**config.mk**
```make
export PLATFORM = sky130hd
export DESIGN_NAME = cpu_mem_arbiter
export DESIGN_NICKNAME = d
export VERILOG_FILES = /design/src/rtl/cpu_pkg.sv /design/src/rtl/cpu_rr_arb2.sv /design/src/rtl/cpu_mem_arbiter.sv
export SDC_FILE = /design/constraint.sdc
export NUM_CORES = 1
export LEC_CHECK = 0
export ABC_AREA = 1
export CAP_MARGIN = 20
export CORE_MARGIN = 2
export CORE_UTILIZATION = 40
export CTS_BUF_LIST = sky130_fd_sc_hd__clkbuf_8 sky130_fd_sc_hd__clkbuf_16
export DETAILED_ROUTE_END_ITERATION = 10
export GPL_ROUTABILITY_DRIVEN = 0
export PLACE_DENSITY = 0.75
export SYNTH_ARGS = -nofsm -noshare
export SYNTH_HDL_FRONTEND = slang
export SYNTH_HIERARCHICAL = 1
export SYNTH_SLANG_ARGS = --single-unit
export TNS_END_PERCENT = 30
```
**constraint.sdc**
```tcl
create_clock -name clk -period 2.14 [get_ports clk]
set_input_delay 0.214 -clock clk [delete_from_list [all_inputs] [get_ports clk]]
set_output_delay 0.214 -clock clk [all_outputs]
set_load 0.03 [all_outputs]
```
**src/rtl/cpu_pkg.sv**
```systemverilog
// Shared CPU types: memory interface widths/modes plus the memory arbiter's
// owner and state encodings.
package cpu_pkg;

  localparam int MEMORY_ADDR_WIDTH = 8;
  localparam int MEMORY_DATA_WIDTH = 8;
  localparam int INSTRN_DATA_WIDTH = MEMORY_DATA_WIDTH;

  typedef logic [MEMORY_ADDR_WIDTH-1:0] memory_address_t;
  typedef logic [MEMORY_DATA_WIDTH-1:0] memory_data_t;

  typedef enum logic {
    READ  = 1'b0,
    WRITE = 1'b1
  } memory_mode_t;

  typedef enum logic {
    FETCH = 1'b0,
    DATA  = 1'b1
  } arb_owner_t;

  typedef enum logic [1:0] {
    IDLE     = 2'd0,
    ISSUE    = 2'd1,
    WAIT_RSP = 2'd2
  } arb_state_t;

  // Cycles allowed in WAIT_RSP before the arbiter answers with an error.
  localparam int ARB_RSP_TIMEOUT = 16;

  function automatic arb_owner_t arb_other(input arb_owner_t owner);
    return (owner == FETCH) ? DATA : FETCH;
  endfunction

endpackage

```
**src/rtl/cpu_rr_arb2.sv**
```systemverilog
// Two-way round-robin grant picker: a lone requester always wins, a tie goes
// to whichever requester did not win last time.
module cpu_rr_arb2
  import cpu_pkg::*;
(
  input  logic       fetch_valid_i,
  input  logic       data_valid_i,
  input  arb_owner_t last_grant_i,
  output logic [1:0] grant_o
);

  // grant_o[0] = fetch, grant_o[1] = data; at most one bit set.
  always_comb begin
    grant_o = 2'b00;
    if (fetch_valid_i && data_valid_i) begin
      grant_o = (arb_other(last_grant_i) == FETCH) ? 2'b01 : 2'b10;
    end else if (fetch_valid_i) begin
      grant_o = 2'b01;
    end else if (data_valid_i) begin
      grant_o = 2'b10;
    end
  end

endmodule

```
**src/rtl/cpu_mem_arbiter.sv**
```systemverilog
// Shares one single-port memory between instruction fetch and data access:
// round-robin grant, one outstanding transaction, response watchdog.
//
// Handshakes: a request transfers on a rising edge where valid && ready are
// both high. Requesters must hold valid and payload until that edge; the
// memory-side request is held stable from the first ISSUE cycle until
// mem_req_ready. Responses are single-cycle pulses with no back-pressure.
module cpu_mem_arbiter
  import cpu_pkg::*;
#(
  parameter int ADDR_WIDTH  = MEMORY_ADDR_WIDTH,
  parameter int DATA_WIDTH  = MEMORY_DATA_WIDTH,
  parameter int RSP_TIMEOUT = ARB_RSP_TIMEOUT
) (
  input  logic                  clk,
  input  logic                  rst,

  input  logic                  i_req_valid,
  output logic                  i_req_ready,
  input  logic [ADDR_WIDTH-1:0] i_req_addr,
  output logic                  i_rsp_valid,
  output logic [DATA_WIDTH-1:0] i_rsp_data,
  output logic                  i_rsp_err,

  input  logic                  d_req_valid,
  output logic                  d_req_ready,
  input  memory_mode_t          d_req_mode,
  input  logic [ADDR_WIDTH-1:0] d_req_addr,
  input  logic [DATA_WIDTH-1:0] d_req_wdata,
  output logic                  d_rsp_valid,
  output logic [DATA_WIDTH-1:0] d_rsp_data,
  output logic                  d_rsp_err,

  output logic                  mem_req_valid,
  input  logic                  mem_req_ready,
  output memory_mode_t          mem_mode,
  output logic [ADDR_WIDTH-1:0] mem_addr,
  output logic [DATA_WIDTH-1:0] mem_wdata,
  input  logic                  mem_rsp_valid,
  input  logic [DATA_WIDTH-1:0] mem_rsp_data,

  output logic                  proto_err
);

  localparam bit TIMEOUT_ON = (RSP_TIMEOUT != 0);
  localparam int WD_W = (RSP_TIMEOUT < 2) ? 1 : $clog2(RSP_TIMEOUT + 1);
  localparam logic [WD_W-1:0] WD_LAST = WD_W'(RSP_TIMEOUT - 1);

  arb_state_t            state_q,      state_d;
  arb_owner_t            last_grant_q, last_grant_d;
  arb_owner_t            owner_q,      owner_d;
  memory_mode_t          mode_q,       mode_d;
  logic [ADDR_WIDTH-1:0] addr_q,       addr_d;
  logic [DATA_WIDTH-1:0] wdata_q,      wdata_d;
  logic [WD_W-1:0]       wd_q,         wd_d;
  logic                  i_rsp_valid_q, i_rsp_valid_d;
  logic [DATA_WIDTH-1:0] i_rsp_data_q,  i_rsp_data_d;
  logic                  i_rsp_err_q,   i_rsp_err_d;
  logic                  d_rsp_valid_q, d_rsp_valid_d;
  logic [DATA_WIDTH-1:0] d_rsp_data_q,  d_rsp_data_d;
  logic                  d_rsp_err_q,   d_rsp_err_d;
  logic                  proto_err_q,  proto_err_d;

  logic [1:0]            grant;
  logic                  i_hs;
  logic                  d_hs;
  logic                  rsp_fire;
  logic [DATA_WIDTH-1:0] rsp_data_sel;
  logic                  rsp_err_sel;

  cpu_rr_arb2 u_rr_arb2 (
    .fetch_valid_i (i_req_valid),
    .data_valid_i  (d_req_valid),
    .last_grant_i  (last_grant_q),
    .grant_o       (grant)
  );

  assign i_req_ready = (state_q == IDLE) && grant[0];
  assign d_req_ready = (state_q == IDLE) && grant[1];
  assign i_hs        = i_req_valid && i_req_ready;
  assign d_hs        = d_req_valid && d_req_ready;

  always_comb begin
    state_d      = state_q;
    last_grant_d = last_grant_q;
    owner_d      = owner_q;
    mode_d       = mode_q;
    addr_d       = addr_q;
    wdata_d      = wdata_q;
    wd_d         = wd_q;
    rsp_fire     = 1'b0;
    rsp_data_sel = '0;
    rsp_err_sel  = 1'b0;
    // Any memory response we are not waiting for is dropped and remembered.
    proto_err_d  = proto_err_q | (mem_rsp_valid && (state_q != WAIT_RSP));

    case (state_q)
      IDLE: begin
        if (i_hs) begin
          owner_d      = FETCH;
          mode_d       = READ;
          addr_d       = i_req_addr;
          wdata_d      = '0;
          last_grant_d = FETCH;
          state_d      = ISSUE;
        end else if (d_hs) begin
          owner_d      = DATA;
          mode_d       = d_req_mode;
          addr_d       = d_req_addr;
          wdata_d      = d_req_wdata;
          last_grant_d = DATA;
          state_d      = ISSUE;
        end
      end

      ISSUE: begin
        if (mem_req_ready) begin
          if (mode_q == READ) begin
            wd_d    = '0;
            state_d = WAIT_RSP;
          end else begin
            // Store ack carries no data.
            rsp_fire = 1'b1;
            state_d  = IDLE;
          end
        end
      end

      WAIT_RSP: begin
        // Data beats a simultaneous timeout.
        if (mem_rsp_valid) begin
          rsp_fire     = 1'b1;
          rsp_data_sel = mem_rsp_data;
          state_d      = IDLE;
        end else if (TIMEOUT_ON && (wd_q == WD_LAST)) begin
          rsp_fire    = 1'b1;
          rsp_err_sel = 1'b1;
          state_d     = IDLE;
        end else if (TIMEOUT_ON) begin
          wd_d = wd_q + WD_W'(1);
        end
      end

      default: begin
        state_d = IDLE;
      end
    endcase

    i_rsp_valid_d = rsp_fire && (owner_q == FETCH);
    i_rsp_data_d  = (rsp_fire && (owner_q == FETCH)) ? rsp_data_sel : '0;
    i_rsp_err_d   = rsp_fire && (owner_q == FETCH) && rsp_err_sel;
    d_rsp_valid_d = rsp_fire && (owner_q == DATA);
    d_rsp_data_d  = (rsp_fire && (owner_q == DATA)) ? rsp_data_sel : '0;
    d_rsp_err_d   = rsp_fire && (owner_q == DATA) && rsp_err_sel;
  end

  always_ff @(posedge clk or posedge rst) begin
    if (rst) begin
      state_q       <= IDLE;
      last_grant_q  <= DATA;
      owner_q       <= FETCH;
      mode_q        <= READ;
      addr_q        <= '0;
      wdata_q       <= '0;
      wd_q          <= '0;
      i_rsp_valid_q <= 1'b0;
      i_rsp_data_q  <= '0;
      i_rsp_err_q   <= 1'b0;
      d_rsp_valid_q <= 1'b0;
      d_rsp_data_q  <= '0;
      d_rsp_err_q   <= 1'b0;
      proto_err_q   <= 1'b0;
    end else begin
      state_q       <= state_d;
      last_grant_q  <= last_grant_d;
      owner_q       <= owner_d;
      mode_q        <= mode_d;
      addr_q        <= addr_d;
      wdata_q       <= wdata_d;
      wd_q          <= wd_d;
      i_rsp_valid_q <= i_rsp_valid_d;
      i_rsp_data_q  <= i_rsp_data_d;
      i_rsp_err_q   <= i_rsp_err_d;
      d_rsp_valid_q <= d_rsp_valid_d;
      d_rsp_data_q  <= d_rsp_data_d;
      d_rsp_err_q   <= d_rsp_err_d;
      proto_err_q   <= proto_err_d;
    end
  end

  assign mem_req_valid = (state_q == ISSUE);
  assign mem_mode      = mode_q;
  assign mem_addr      = addr_q;
  assign mem_wdata     = wdata_q;

  assign i_rsp_valid   = i_rsp_valid_q;
  assign i_rsp_data    = i_rsp_data_q;
  assign i_rsp_err     = i_rsp_err_q;
  assign d_rsp_valid   = d_rsp_valid_q;
  assign d_rsp_data    = d_rsp_data_q;
  assign d_rsp_err     = d_rsp_err_q;
  assign proto_err     = proto_err_q;

endmodule

```
After elaboration in Yosys (flattened, before gate mapping)
Cells that the tools add are included.
Storage, ports and cells
  flip-flop bits (word level): 47
  input port bits: 39
  output and inout bits: 41
  word-level logic and storage cells: 78
Cells by class
  add/subtract/negate cells: 1
  equal/unequal tests: 10
  muxes and demuxes: 35
  bitwise operators: 2
  reduce and logical (&&, ||, !) cells: 16
Operators by type and width (number)
  8-bit 2-to-1 mux: 8
  2-bit 2-to-1 mux: 10
  5-bit 2-to-1 mux: 4
  1-bit logical AND: 10
  1-bit 2-to-1 mux: 10
  5-bit one-hot mux with 2 select lines: 1
  2-bit != test, second input constant: 4
  3-bit != test, second input constant: 2
  2-bit one-hot mux with 3 select lines: 1
  5-bit by 1-bit adder with 5-bit output, second input constant: 1
  5-bit by 4-bit equality test with 1-bit output, second input constant: 1
  5-bit AND reduction: 1
  2-bit nonzero test: 2
  3-bit AND reduction: 1
  2-bit by 1-bit equality test with 1-bit output, second input constant: 1
  2-bit equality test, second input constant: 1
  2-bit zero test: 1
  2-bit by 1-bit != test with 1-bit output, second input constant: 1
  1-bit one-hot mux with 2 select lines: 1
  2-bit AND reduction: 1
  1-bit inverter: 1
  1-bit OR: 1

Depth between registers and ports, before layout
Gate-level depths: netlist of run 1.
  depth after elaboration: 8
  depth in mapped cells: 9
  mapped depth without buffers: 9

Hierarchy
The synthesis of run 1 kept the hierarchy.
By module, submodules not included
  cpu_mem_arbiter: instances 1, cells an instance 222, area an instance 2011.9 µm², sequential area each 1177.4 µm²
  cpu_rr_arb2: instances 1, cells an instance 5, area an instance 21.3 µm², sequential area each 0.0 µm²

Worst setup path before layout of run 1
No wires, ideal clock.
  path type: flip-flop to flip-flop
  from: register wd_q[0]
  to: register d_rsp_data_q[0] (netlist: d_rsp_data[0])
  library setup time: 0.121 ns
  arrival time: 1.394 ns
  data required time: 2.019 ns
  slack: 0.624 ns
  cell stages (with the launch flop): 9
  path buffers: 0
  period minus slack after synthesis: 1.516 ns
  cell sequence: dfrtp_1 ha_1 nand2_1 nor2_1 ha_1 o21ai_0 nand2_1 nand3_2 nor2_1
Between the ends
  word-level cells in the longest chain between the ends: 6
Ends and longest elaborated chain
  from (decl): RTL line cpu_mem_arbiter.sv:55  | logic [WD_W-1:0] wd_q, wd_d;
  from (signal assigned): RTL line cpu_mem_arbiter.sv:180  | wd_q <= wd_d;
  5-bit by 4-bit equality test with 1-bit output: RTL line cpu_mem_arbiter.sv:135  | end else if (TIMEOUT_ON && (wd_q == WD_LAST)) begin
  1-bit 2-to-1 mux: RTL line cpu_mem_arbiter.sv:135
  1-bit 2-to-1 mux: RTL line cpu_mem_arbiter.sv:131  | if (mem_rsp_valid) begin
  1-bit one-hot mux with 2 select lines: RTL line cpu_mem_arbiter.sv:97  | case (state_q)
  1-bit logical AND: RTL line cpu_mem_arbiter.sv:153  | d_rsp_data_d = (rsp_fire && (owner_q == DATA)) ? rsp_data_sel : '0;
  8-bit 2-to-1 mux: RTL line cpu_mem_arbiter.sv:153
  via d_rsp_data_d[0]: RTL line cpu_mem_arbiter.sv:60  | logic [DATA_WIDTH-1:0] d_rsp_data_q, d_rsp_data_d;
  to (signal assigned): RTL line cpu_mem_arbiter.sv:185  | d_rsp_data_q <= d_rsp_data_d;
  to (decl): RTL line cpu_mem_arbiter.sv:60
The timed path passes the listed nets, and every way through them passes these cells.
A chain may end at the register's enable or synchronous reset.

Final worst setup path of run 1
  from: register state_q[1]
  to: output port mem_req_valid
Between the ends
  word-level cells in the longest chain between the ends: 1
Ends and longest elaborated chain
  from (decl): RTL line cpu_mem_arbiter.sv:49  | arb_state_t state_q, state_d;
  from (signal assigned): RTL line cpu_mem_arbiter.sv:174  | state_q <= state_d;
  2-bit by 1-bit equality test with 1-bit output: RTL line cpu_mem_arbiter.sv:191  | assign mem_req_valid = (state_q == ISSUE);
  to (decl): RTL line cpu_mem_arbiter.sv:34  | output logic mem_req_valid,
Every way passes these cells.

==> out/qor.txt, run 1 <==
STATUS
------------------------------------------------------------------------------------
Status                                                                  complete, no violations

POWER
------------------------------------------------------------------------------------
Net Switching                                                                1.28 mW
Pleak                                                                        1.47 nW
Power density of the placed cells                                        1100 nW/um2
Sw Ratio                                                                       0.386
Highest ir drop seen on vdd                                               0.000918 V
Internal power consumption                                                   2.04 mW
Total power                                                                  3.32 mW
Power share of the clock group                                                 0.199
Seq pwr share                                                                  0.369
Portion of total power attributed to combinational logic                       0.431

STA
------------------------------------------------------------------------------------
Measured slew at the worst slew-check pin                                   0.550 ns
Period utilization                                                             0.907
Clock Skew                                                                0.00259 ns
Hold Vio Cnt, Final                                                                0
Pins Over Slew Limit                                                               0
Worst-case hold slack                                                       0.287 ns
Crit path time final                                                         1.94 ns
Maximum operating frequency                                                  515 MHz
RSZ-0062 raised after global routing                                           false
Finish-stage setup viols                                                           0
Total Neg Setup Slack                                                           0 ns
Relative max-transition margin                                                 0.633

ROUTING
------------------------------------------------------------------------------------
Routed wirelength normalized by instance count                               11.9 um
Number of vias in the routed layout                                             1752
Number of nets still failing antenna checks after routing                          0
DRC violation count after routing                                                  0
Initial detailed-routing violation count                                          79
1st-pass router iterations                                                         4
Final Routed Wirelength                                                      4.50 mm
Vias per Instance                                                               4.63

CELLS AND AREA
------------------------------------------------------------------------------------
Post-synthesis to final-layout area growth                                     48.4%
Total number of nets in the final design                                         355
Diodes inserted                                                                    0
Ratio of cells with drive above 1 in the final layout                         0.0707
Number of fillers in the final layout                                            439
Combined flip-flop and latch cell area                                      1180 um2
End-of-flow core utilization                                                   0.626
Post-layout instance count excluding filler cells                                378
Multi-input gate area in the final layout                                    717 um2

PLACED DESIGN
------------------------------------------------------------------------------------
Half-perimeter wire length after detailed placement                          3.27 mm
Number of port buffers                                                            79
Placed Cells                                                                     370

CLOCKING
------------------------------------------------------------------------------------
Number of CTS-inserted buffers                                                     5
CTS clock-pin slew for the worst setup and hold paths                        0.08 ns
Root buffer selected by CTS                                             sky130_fd_sc_hd__clkbuf_8
Maximum clock path buffer count                                                    2
Clock tree from TritonCTS                                                        yes
Post-CTS setup buffer count                                                        0
Number of buffers inserted for hold repair after clock tree synthesis              0
Worst-Skew Late Latency                                                      0.29 ns
Clock Sink Count                                                                  47
H-tree depth                                                                       2

GLOBAL ROUTING
------------------------------------------------------------------------------------
Global-route wire length before repair                                       7.37 mm
Number of global-route vias before repair                                       1701
Pin count of the biggest net entering global routing                              26
Global route total overflow                                                        0
Overall Global Routing Usage                                                   0.169
Initial antenna violation count                                                    0

FLOORPLAN
------------------------------------------------------------------------------------
Std-Cell Core Area                                                          4820 um2
Width of the die                                                             75.3 um
Effective utilization at floorplan                                             0.422
Standard-cell rows                                                                25
Die extent in y                                                              75.3 um
Overall die area                                                            5670 um2
Io pins                                                                           80

LOGIC SYNTHESIS
------------------------------------------------------------------------------------
Largest cells by area after synthesis                                   sky130_fd_sc_hd__dfrtp_1 (57%), sky130_fd_sc_hd__nand2_1 (13%), sky130_fd_sc_hd__nand3_1 (5.2%)
Share of the yosys chip area belonging to registers                            0.579
Avg Inst Size Synth                                                         8.96 um2
Yosys top cell area share                                                      0.566
Flip-flop and latch count after synthesis                                         47
Post-synth design cell area                                                 2030 um2
Count of different cell masters after synthesis                                   21
Post-synthesis cell count                                                        227
Total nets after synthesis                                                       272
Biggest area consumer among synthesized cells                           sky130_fd_sc_hd__dfrtp_1
Yosys Warn Count                                                                   6

CRITICAL PATH
------------------------------------------------------------------------------------
Crit Path Category                                                           reg2out
Register-to-Register Setup Slack                                             0.39 ns
Worst setup EP type                                                       output pin
Startpoint Class                                                                flop
Worst reg2reg path startpoint                                                wd_q[0]
Worst-path maximum fanout                                                          4
Arrival time of the worst setup path                                         1.73 ns
R2R depth                                                                          8
Required time reported for the critical path endpoint                        1.93 ns
R2r endpoint                                                            i_rsp_data[5]

JOB
------------------------------------------------------------------------------------
Max Cap Viol                                                                       0

HOLD PATH
------------------------------------------------------------------------------------
Type of the most critical hold path                                         in2async

[layer usage]
layer,global-route usage,wire (um)
met5,0,0
met4,0.0702,74
met3,0.0357,278
met2,0.294,2160
met1,0.205,1990
[repair_timing]
item	4_1_cts	5_1_grt
endpoints found under the hold margin	0	0
endpoints found under the setup margin	1	1
resized for setup	1	1
cloned	0	0
[worst max-delay path: stages, from the launching register on]
cell,delay (ns)
sky130_fd_sc_hd__dfrtp_1,0.40
sky130_fd_sc_hd__inv_1,0.10
sky130_fd_sc_hd__ha_1,0.24
sky130_fd_sc_hd__clkdlybuf4s50_1,0.70
[registers in the layout, indices dropped and copies added, names as in the netlist]
signal,count
d_rsp_data,8
d_rsp_err,1
d_rsp_valid,1
i_rsp_data,8
i_rsp_err,1
i_rsp_valid,1
last_grant_q,1
mem_addr,8
mem_mode,1
mem_wdata,8
owner_q,1
proto_err,1
state_q,2
wd_q,5
[final cells by class]
type / count / area share
flip-flops and latches: 47 / 0.390
repair buffers: 82 / 0.274
multi-input cells: 149 / 0.238
inverters: 25 / 0.0311
well taps: 67 / 0.0278
clock buffers: 6 / 0.0274
clock inverters: 2 / 0.0116
[synth_stat cells]
cell type and instances:
sky130_fd_sc_hd__dfrtp_1 46, sky130_fd_sc_hd__buf_2 3, sky130_fd_sc_hd__inv_1 24, sky130_fd_sc_hd__o21ai_0 13
sky130_fd_sc_hd__nand2_1 68, sky130_fd_sc_hd__inv_2 1, sky130_fd_sc_hd__buf_4 1, sky130_fd_sc_hd__dfstp_2 1
sky130_fd_sc_hd__o21bai_1 1, sky130_fd_sc_hd__o21ai_2 3, sky130_fd_sc_hd__buf_6 2, sky130_fd_sc_hd__nand2_2 1
sky130_fd_sc_hd__nor2_1 23, sky130_fd_sc_hd__nand3_1 21, sky130_fd_sc_hd__a21oi_1 1, sky130_fd_sc_hd__nand4_1 1
sky130_fd_sc_hd__or2_2 1, sky130_fd_sc_hd__ha_1 6, sky130_fd_sc_hd__nand3_4 1, sky130_fd_sc_hd__o21ai_1 7
sky130_fd_sc_hd__nand3_2 2
[layout by cell type, fill, tap and decap left out, types with 2 or more instances in the layout]
master	instances
sky130_fd_sc_hd__o21ai_1	7
sky130_fd_sc_hd__clkdlybuf4s50_1	77
sky130_fd_sc_hd__nand3_2	2
sky130_fd_sc_hd__ha_1	6
sky130_fd_sc_hd__nand2_1	68
sky130_fd_sc_hd__clkbuf_8	6
sky130_fd_sc_hd__o21ai_0	13
sky130_fd_sc_hd__nand3_1	21
sky130_fd_sc_hd__dfrtp_1	46
sky130_fd_sc_hd__buf_4	2
sky130_fd_sc_hd__inv_1	23
sky130_fd_sc_hd__inv_2	2
sky130_fd_sc_hd__o21ai_2	3
sky130_fd_sc_hd__nor2_1	23
[power groups by stage]
stage                     Combinational (mW)  Sequential (mW)  Clock [mW]
final                                   1.43             1.23       0.663
after global routing                    1.57             1.26       0.712
after CTS                               1.45             1.23       0.680
after detailed placement                1.45             1.24           0
after global placement                  1.43             1.24           0
after floorplan                        0.603             1.54           0
[through the flow]
step | cell area, um2 | setup WS, ns
floorplan | 2030 | 0.624
global placement | 2900 | 0.165
detailed placement | 2900 | 0.131
CTS | 3010 | 0.0137
global route | 3020 | 0.124
finish | 3020 | 0.199
[logic make-up after synthesis]
logic type,Yosys count,synth area share
compound gates,25,0.0683
fa+ha+maj,6,0.0369
buf+inv,31,0.0683
flops,47,0.579
simple gates,118,0.247
[worst max path at each step]
stage / from / cells past startpoint / to / slack [ns]
finish: state_q[1] / 3 / mem_req_valid / 0.20
global route: state_q[1] / 3 / mem_req_valid / 0.12
CTS: state_q[0] / 5 / i_req_ready / 0.01
detailed placement: i_req_valid / 6 / i_req_ready / 0.13
global placement: i_req_valid / 6 / i_req_ready / 0.16
floorplan: wd_q[0] / 8 / d_rsp_data[0] / 0.62
Note: power is estimated with default switching activity, not from simulation.
==> inputs of run 2 (changes only) <==
REMOVE_ABC_BUFFERS = 1   (was default)
==> out/qor.txt, run 2 (synthesis results as in run 1) <==
STATUS
------------------------------------------------------------------------------------
Status                                                                  complete, no violations

STA
------------------------------------------------------------------------------------
Period utilization                                                             0.900
Measured slew at the worst slew-check pin                                   0.483 ns
Worst-case hold slack                                                       0.256 ns
Finish-stage setup viols                                                           0
Total Neg Setup Slack                                                           0 ns
Pins Over Slew Limit                                                               0
Relative max-transition margin                                                 0.678
Clock Skew                                                                0.00323 ns
Hold Vio Cnt, Final                                                                0
Crit path time final                                                         1.93 ns
RSZ-0062 raised after global routing                                           false
Maximum operating frequency                                                  519 MHz

GLOBAL ROUTING
------------------------------------------------------------------------------------
Number of global-route vias before repair                                       1586
Global-route wire length before repair                                       6.90 mm
Global route total overflow                                                        0
Overall Global Routing Usage                                                   0.160
Initial antenna violation count                                                    0
Pin count of the biggest net entering global routing                              27

HOLD PATH
------------------------------------------------------------------------------------
Type of the most critical hold path                                         in2async

CELLS AND AREA
------------------------------------------------------------------------------------
Ratio of cells with drive above 1 in the final layout                         0.0737
Most common library cell in the layout ignoring fill and taps           sky130_fd_sc_hd__clkdlybuf4s50_1
Most frequent cells in the layout                                       sky130_fd_sc_hd__clkdlybuf4s50_1 (77), sky130_fd_sc_hd__nand2_1 (68), sky130_fd_sc_hd__dfrtp_1 (46)
Post-layout instance count excluding filler cells                                379
Total number of nets in the final design                                         356
Diodes inserted                                                                    0
Post-synthesis to final-layout area growth                                     47.3%
End-of-flow core utilization                                                   0.622

POWER
------------------------------------------------------------------------------------
Total power                                                                  3.17 mW
Highest ir drop seen on vdd                                               0.000614 V
Pleak                                                                        1.47 nW
Power density of the placed cells                                        1060 nW/um2

FLOORPLAN
------------------------------------------------------------------------------------
Die extent in y                                                              75.3 um
Standard-cell rows                                                                25
Effective utilization at floorplan                                             0.422
Io pins                                                                           80
Std-Cell Core Area                                                          4820 um2
Width of the die                                                             75.3 um
Overall die area                                                            5670 um2

PLACED DESIGN
------------------------------------------------------------------------------------
Placed Cells                                                                     371
Number of port buffers                                                            79
Half-perimeter wire length after detailed placement                          3.23 mm

ROUTING
------------------------------------------------------------------------------------
Routed wirelength normalized by instance count                               11.4 um
Number of nets still failing antenna checks after routing                          0
Final Routed Wirelength                                                      4.32 mm
Number of vias in the routed layout                                             1727
DRC violation count after routing                                                  0
1st-pass router iterations                                                         4
Vias per Instance                                                               4.56
Initial detailed-routing violation count                                          65

CLOCKING
------------------------------------------------------------------------------------
Clock Sink Count                                                                  47
Maximum clock path buffer count                                                    2
CTS clock-pin slew for the worst setup and hold paths                        0.08 ns
Worst-Skew Late Latency                                                      0.29 ns
Clock tree from TritonCTS                                                        yes
Number of buffers inserted for hold repair after clock tree synthesis              0
Root buffer selected by CTS                                             sky130_fd_sc_hd__clkbuf_8
H-tree depth                                                                       2
Number of CTS-inserted buffers                                                     5

CRITICAL PATH
------------------------------------------------------------------------------------
Worst-path maximum fanout                                                          4
Worst setup EP type                                                       output pin
Required time reported for the critical path endpoint                        1.93 ns
Arrival time of the worst setup path                                         1.71 ns
Startpoint Class                                                                flop
Crit Path Category                                                           reg2out

JOB
------------------------------------------------------------------------------------
Max Cap Viol                                                                       0

[run 2: critical path, cell delays in order, from the launching register on]
cell and delay (ns):
sky130_fd_sc_hd__dfrtp_1 0.40, sky130_fd_sc_hd__inv_1 0.10, sky130_fd_sc_hd__ha_1 0.22, sky130_fd_sc_hd__clkdlybuf4s50_1 0.69
[run 2: cell type report]
class                   instances  area [um2]
well taps                      67        83.8
multi-input cells             149         717
inverters                      25        93.8
clock buffers                   5        68.8
flip-flops and latches         47        1180
fillers                       454        1820
repair buffers                 83         838
clock inverters                 3        15.0
[run 2: per-stage QoR]
step | instance area [um2] | setup WS [ns]
finish | 2990 | 0.214
global route | 2990 | 0.140
CTS | 2990 | 0.0228
detailed placement | 2910 | 0.122
global placement | 2910 | 0.166
floorplan | 1990 | 0.516
[run 2: where the power goes]
part / switching, mW / total, mW / internal [mW]
Sequential: 0.121 / 1.22 / 1.10
Clock: 0.282 / 0.506 / 0.224
Combinational: 0.871 / 1.44 / 0.571
Total: 1.27 / 3.17 / 1.89
[run 2: per-layer routing]
metal | GRT usage | share of wire | vias up
li1 | - | - | 878
met1 | 0.196 | 0.46 | 795
met2 | 0.281 | 0.47 | 47
met3 | 0.0291 | 0.053 | 7
met4 | 0.0643 | 0.017 | 0
met5 | 0 | 0 | -
[run 2: path summary, 6_finish.rpt]
check | from | end | slack, ns | cells after the start
max in group asynchronous | rst | d_rsp_data[0] | 1.39 | 3
worst min-delay path | rst | mem_addr[6] | 0.26 | 2
min in group clk | mem_rsp_data[6] | i_rsp_data[6] | 0.47 | 3
worst min register to register | last_grant_q | last_grant_q | 0.48 | 2
worst max register to register | wd_q[0] | d_rsp_data[1] | 0.37 | 8
worst max-delay path | state_q[1] | mem_req_valid | 0.21 | 3
[run 2: repair_timing]
item	4_1_cts	5_1_grt
setup endpoints to repair	0	2
gates resized for setup	0	2
buffers inserted	0	0
